--- src/rtl/noc_ingress_fifo.sv ---
// NOC ingress stage: registers the {ctl,data} byte stream, finds the command
// byte on the falling edge of ctl, decodes it, and pushes the command word and
// its trailing payload bytes into a synchronous FIFO for the permutation engine.
module noc_ingress_fifo #(
  parameter int DEPTH = 256,
  parameter int WIDTH = 9
) (
  input  logic                       clk,
  input  logic                       rst,
  input  logic                       noc_to_dev_ctl,
  input  logic [7:0]                 noc_to_dev_data,
  input  logic                       rd_en,
  output logic [WIDTH-1:0]           data_out,
  output logic                       empty,
  output logic                       full,
  output logic [$clog2(DEPTH):0]     count,
  output logic                       overflow,
  output logic [1:0]                 cmd_type,
  output logic [3:0]                 alen,
  output logic [7:0]                 dlen,
  output logic                       busy
);

  localparam int AW = $clog2(DEPTH);
  localparam int CW = AW + 1;

  typedef enum logic [1:0] {
    CMD_NONE = 2'd0,
    CMD_WR   = 2'd1,
    CMD_RD   = 2'd2
  } cmd_e;

  localparam logic [2:0] OP_RD = 3'b001;
  localparam logic [2:0] OP_WR = 3'b010;

  logic [WIDTH-1:0] in_q, in_d;
  logic             ctl_q, ctl_d;
  logic [9:0]       cnt_q, cnt_d;
  cmd_e             cmd_type_q, cmd_type_d;
  logic [3:0]       alen_q, alen_d;
  logic [7:0]       dlen_q, dlen_d;

  logic [AW-1:0]    wr_ptr_q, wr_ptr_d;
  logic [AW-1:0]    rd_ptr_q, rd_ptr_d;
  logic [CW-1:0]    count_q, count_d;
  logic [WIDTH-1:0] data_out_q, data_out_d;
  logic             overflow_q, overflow_d;

  logic [WIDTH-1:0] mem [DEPTH];

  logic             ctl_fall;
  logic             wr_req;
  logic             do_wr;
  logic             do_rd;
  logic             empty_w;
  logic             full_w;
  logic [3:0]       alen_new;
  logic [7:0]       dlen_new;

  // in_q still holds the last ctl=1 byte when ctl drops, so it is the command
  assign ctl_fall = ctl_q & ~noc_to_dev_ctl;
  assign alen_new = 4'd1 << in_q[7:6];
  assign dlen_new = 8'd1 << in_q[5:3];

  assign empty_w = (count_q == CW'(0));
  assign full_w  = (count_q == CW'(DEPTH));

  // Input capture, command decode and payload counter
  always_comb begin
    in_d       = {noc_to_dev_ctl, noc_to_dev_data};
    ctl_d      = noc_to_dev_ctl;
    cnt_d      = cnt_q;
    cmd_type_d = cmd_type_q;
    alen_d     = alen_q;
    dlen_d     = dlen_q;
    if (ctl_fall) begin
      // Decode straight from in_q; the registered lengths are a cycle stale
      alen_d = alen_new;
      dlen_d = dlen_new;
      case (in_q[2:0])
        OP_WR: begin
          cmd_type_d = CMD_WR;
          cnt_d      = 10'(alen_new) + 10'(dlen_new) + 10'd2;
        end
        OP_RD: begin
          cmd_type_d = CMD_RD;
          cnt_d      = 10'(alen_new) + 10'd2;
        end
        default: begin
          cmd_type_d = cmd_type_q;
          cnt_d      = cnt_q;
        end
      endcase
    end else if (cnt_q != 10'd0) begin
      cnt_d = cnt_q - 10'd1;
    end
  end

  // FIFO pointer, occupancy, read data and overflow next-state
  always_comb begin
    wr_req     = ctl_fall | (cnt_q != 10'd0);
    do_wr      = wr_req & ~full_w;
    do_rd      = rd_en & ~empty_w;
    wr_ptr_d   = wr_ptr_q;
    rd_ptr_d   = rd_ptr_q;
    data_out_d = data_out_q;
    overflow_d = overflow_q | (wr_req & full_w);
    if (do_wr) begin
      wr_ptr_d = wr_ptr_q + AW'(1);
    end
    if (do_rd) begin
      rd_ptr_d   = rd_ptr_q + AW'(1);
      data_out_d = mem[rd_ptr_q];
    end
    count_d = count_q + CW'(do_wr) - CW'(do_rd);
  end

  // State registers with synchronous reset
  always_ff @(posedge clk) begin
    if (rst) begin
      in_q       <= '0;
      ctl_q      <= 1'b0;
      cnt_q      <= '0;
      cmd_type_q <= CMD_NONE;
      alen_q     <= '0;
      dlen_q     <= '0;
      wr_ptr_q   <= '0;
      rd_ptr_q   <= '0;
      count_q    <= '0;
      data_out_q <= '0;
      overflow_q <= 1'b0;
    end else begin
      in_q       <= in_d;
      ctl_q      <= ctl_d;
      cnt_q      <= cnt_d;
      cmd_type_q <= cmd_type_d;
      alen_q     <= alen_d;
      dlen_q     <= dlen_d;
      wr_ptr_q   <= wr_ptr_d;
      rd_ptr_q   <= rd_ptr_d;
      count_q    <= count_d;
      data_out_q <= data_out_d;
      overflow_q <= overflow_d;
    end
  end

  // FIFO storage; contents are don't-care once the pointers are reset
  always_ff @(posedge clk) begin
    if (!rst && do_wr) begin
      mem[wr_ptr_q] <= in_q;
    end
  end

  assign data_out = data_out_q;
  assign empty    = empty_w;
  assign full     = full_w;
  assign count    = count_q;
  assign overflow = overflow_q;
  assign cmd_type = cmd_type_q;
  assign alen     = alen_q;
  assign dlen     = dlen_q;
  assign busy     = (cnt_q != 10'd0);

endmodule

--- config.mk ---
export PLATFORM = sky130hd
export DESIGN_NAME = noc_ingress_fifo
export DESIGN_NICKNAME = d
export VERILOG_FILES = /design/src/rtl/noc_ingress_fifo.sv
export SDC_FILE = /design/constraint.sdc
export NUM_CORES = 2
export LEC_CHECK = 0
export CAP_MARGIN = 20
export CORE_MARGIN = 5
export CORE_UTILIZATION = 50
export DETAILED_ROUTE_END_ITERATION = 16
export PLACE_DENSITY = 0.66
export SLEW_MARGIN = 20
export SYNTH_ARGS = -nofsm -noshare
export SYNTH_HDL_FRONTEND = slang
export SYNTH_SLANG_ARGS = --single-unit
--- constraint.sdc ---
create_clock -name clk -period 6.5 [get_ports clk]
set_input_delay 0.65 -clock clk [delete_from_list [all_inputs] [get_ports clk]]
set_output_delay 0.65 -clock clk [all_outputs]
set_load 0.02 [all_outputs]
==> flow_summary.json <==
{
  "status": "completed",
  "vias": 48500,
  "critPathArrivalTime_ns": 5.30,
  "fp-row-count": 158,
  "synthesis.area_mm2": 0.0932,
  "cts_setup_buffers": 0,
  "overflow": 0,
  "wire_per_inst_um": 33.3,
  "grt_pass1_vias": 47400,
  "final_cell_count_no_fill": 7511,
  "skew_ns": 0.0667,
  "yosys_warnings": 0,
  "power.density_mw_per_mm2": 340,
  "cts-root-buf": "clkbuf_16",
  "min_path_type": "primary input to flop",
  "ant_nets": 0,
  "endpoint_kind": "flop",
  "period_share": 0.742,
  "routabilityCongestion": 0.871,
  "syn_avg_cell_area_um2": 19.7,
  "clk_pin_slew_ns": 0.06,
  "cts_resized": 0,
  "drv_slew": 0,
  "finalHoldViolCount": 0,
  "synth-edff-count": 2304,
  "core_area_mm2": 0.185,
  "antenna_found_initial": 15,
  "ys_async_sr_fraction": 0,
  "drc": 0,
  "placed_area_mm2": 0.0963,
  "first_pass_iters": 7,
  "netlist_instances": 4732,
  "crit_type": "flop to flop",
  "worstPathRequired_ns": 6.98,
  "setup_violations": 0,
  "die_w_um": 442,
  "via_per_inst": 6.45,
  "clockBufferDepth": 3,
  "peakVddDrop_mv": 0.263,
  "clk_latency_ns": 0.85,
  "ys_types": 73,
  "grt_max_degree": 209,
  "dieArea_mm2": 0.195,
  "grt_usage": 0.252,
  "grt_pass1_wl_mm": 356,
  "post-route-min-period_ns": 4.82,
  "pin_count": 48,
  "cp_slowest_cell": "nor4b_1",
  "yosysSeqAreaShare": 0.757,
  "clock_sinks": 2372,
  "cp_cell_sequence": "nand2b_1 -> buf_4 -> nand4_1 -> o21ai_1 -> nor4b_1 -> nand2_1 -> nor2_1",
  "critPathLaunchType": "flop",
  "area_growth_syn_to_layout_pct": 11.4,
  "slew_headroom": 0.178,
  "h-tree-depth": 4,
  "fmax_mhz": 207,
  "nNetsFinal": 4877,
  "cts-buffers-inserted": 227,
  "setup_tns_ns": 0,
  "final_cell_area_mm2": 0.104,
  "post-route-util": 0.560,
  "dp_cells": 7081,
  "cts_tree": "yes",
  "drive_gt1_frac": 0.186,
  "path_max_fanout": 57,
  "rsz0062_at_grt": "false",
  "drt_iter0_drc": 7162,
  "dpl.hpwl_mm": 148,
  "initial_core_util": 0.502,
  "timing.max_cap.violations": 0,
  "synthesis.nets": 4777,
  "holdBufCountCts": 0,
  "power.leakage_nw": 34.2,
  "worst_pin_slew_ns": 1.23,
  "wl_mm": 250,
  "fp.dieH_um": 442,
  "port_buffers": 47,
  "critPathMaxStageDelay_ns": 1.05,
  "synth-seq-cells": 2372,
  "synth_flop_cell": "edfxtp_1"
}
[final cells by class]
class / count / area (um2)
multi-input combinational: 2049 / 20900
timing repair buffer: 153 / 1560
sequential: 2372 / 70600
antenna: 9 / 22.5
clock inverter: 133 / 1440
clock buffer: 286 / 6020
inverter: 29 / 116
tap: 2480 / 3100
fill: 13800 / 81600
[worst paths after layout]
| path | slack, ns | cells past startpoint | from | to |
|---|---|---|---|---|
| hold / removal | 0.25 | 2 | rst | wr_ptr_q[6] |
| setup reg to reg | 1.68 | 7 | in_q[8] | mem[177][5] |
| hold reg to reg | 0.46 | 2 | dlen[4] | dlen[4] |
| setup / recovery | 1.68 | 7 | in_q[8] | mem[177][5] |
[metal layers]
metal / up-vias / part of all wire / global-route usage
met2: 3033 / 0.46 / 0.385
met5: - / 0.00010 / 0
met3: 532 / 0.11 / 0.0617
met4: 4 / 0.039 / 0.0875
met1: 25200 / 0.39 / 0.359
li1: 19700 / - / -
[report_power, final]
part / switching [W] / total [W] / leakage (nW) / internal [W]
clock network: 0.00568 / 0.0132 / 3.62 / 0.00755
logic: 0.00286 / 0.00491 / 6.65 / 0.00204
registers: 0.000247 / 0.0172 / 23.9 / 0.0169
[synth_stat cells, types with 38 or more instances]
cell	instances	area share
nor3_1	48	0.0026
nand2_1	121	0.0049
edfxtp_1	2304	0.74
buf_2	38	0.0020
o221ai_1	141	0.013
o22ai_1	86	0.0058
dfxtp_1	68	0.015
buf_6	46	0.0056
mux4_2	449	0.11
nor2_1	358	0.014
o21ai_0	62	0.0033
mux2i_1	335	0.036
a21oi_1	112	0.0060
clkbuf_1	137	0.0055
[cell families after synthesis]
logic type / count (synthesis) / synth area share
flops: 2372 / 0.757
mux: 797 / 0.146
simple gates: 665 / 0.0311
compound gates: 528 / 0.0392
buf+inv: 311 / 0.0192
fa+ha+maj: 33 / 0.00459
xor+xnor: 26 / 0.00244
[cell usage in the layout (no fill, tap or decap), types with 15 or more instances in the layout]
cell             instances
mux2i_1                335
clkinv_2                35
edfxtp_1              2304
nor3_1                  47
nand2_1                112
clkbuf_16              230
ha_1                    31
xnor2_1                 20
mux4_2                 449
a211oi_1                27
o22ai_1                 86
nand3_1                 30
o221ai_1               141
nor2b_1                 25
a22oi_1                 15
clkdlybuf4s50_1         46
buf_4                   83
clkinv_1                46
clkbuf_1                51
dfxtp_1                 54
o21ai_0                 61
inv_1                   25
buf_12                  21
bufinv_16               25
nor2_1                 358
a21oi_1                112
[through the flow]
stage	total power, W	setup slack, ns	hold WS [ns]
after floorplan	0.0209	0.0696	0.461
after global placement	0.0223	1.08	0.448
after detailed placement	0.0224	1.38	0.450
after CTS	0.0354	1.74	0.189
after global routing	0.0363	1.40	0.224
final	0.0353	1.68	0.248
[worst max-delay path, delay by kind of cell, from the launching register on]
kind | cells | cell delay [ns]
AND/OR/NAND/NOR | 5 | 3.06
flip-flops | 1 | 0.74
AO/OA/AOI/OAI | 1 | 0.39
buffers and inverters | 1 | 0.26
[registers in the layout (all words and copies together), names as in the netlist, 8 cells and up]
signal    count
cnt_q        10
count         9
data_out      9
dlen          8
in_q          9
mem        2304
rd_ptr_q      8
wr_ptr_q      8
No activity file was read; power rests on OpenSTA's default activity.
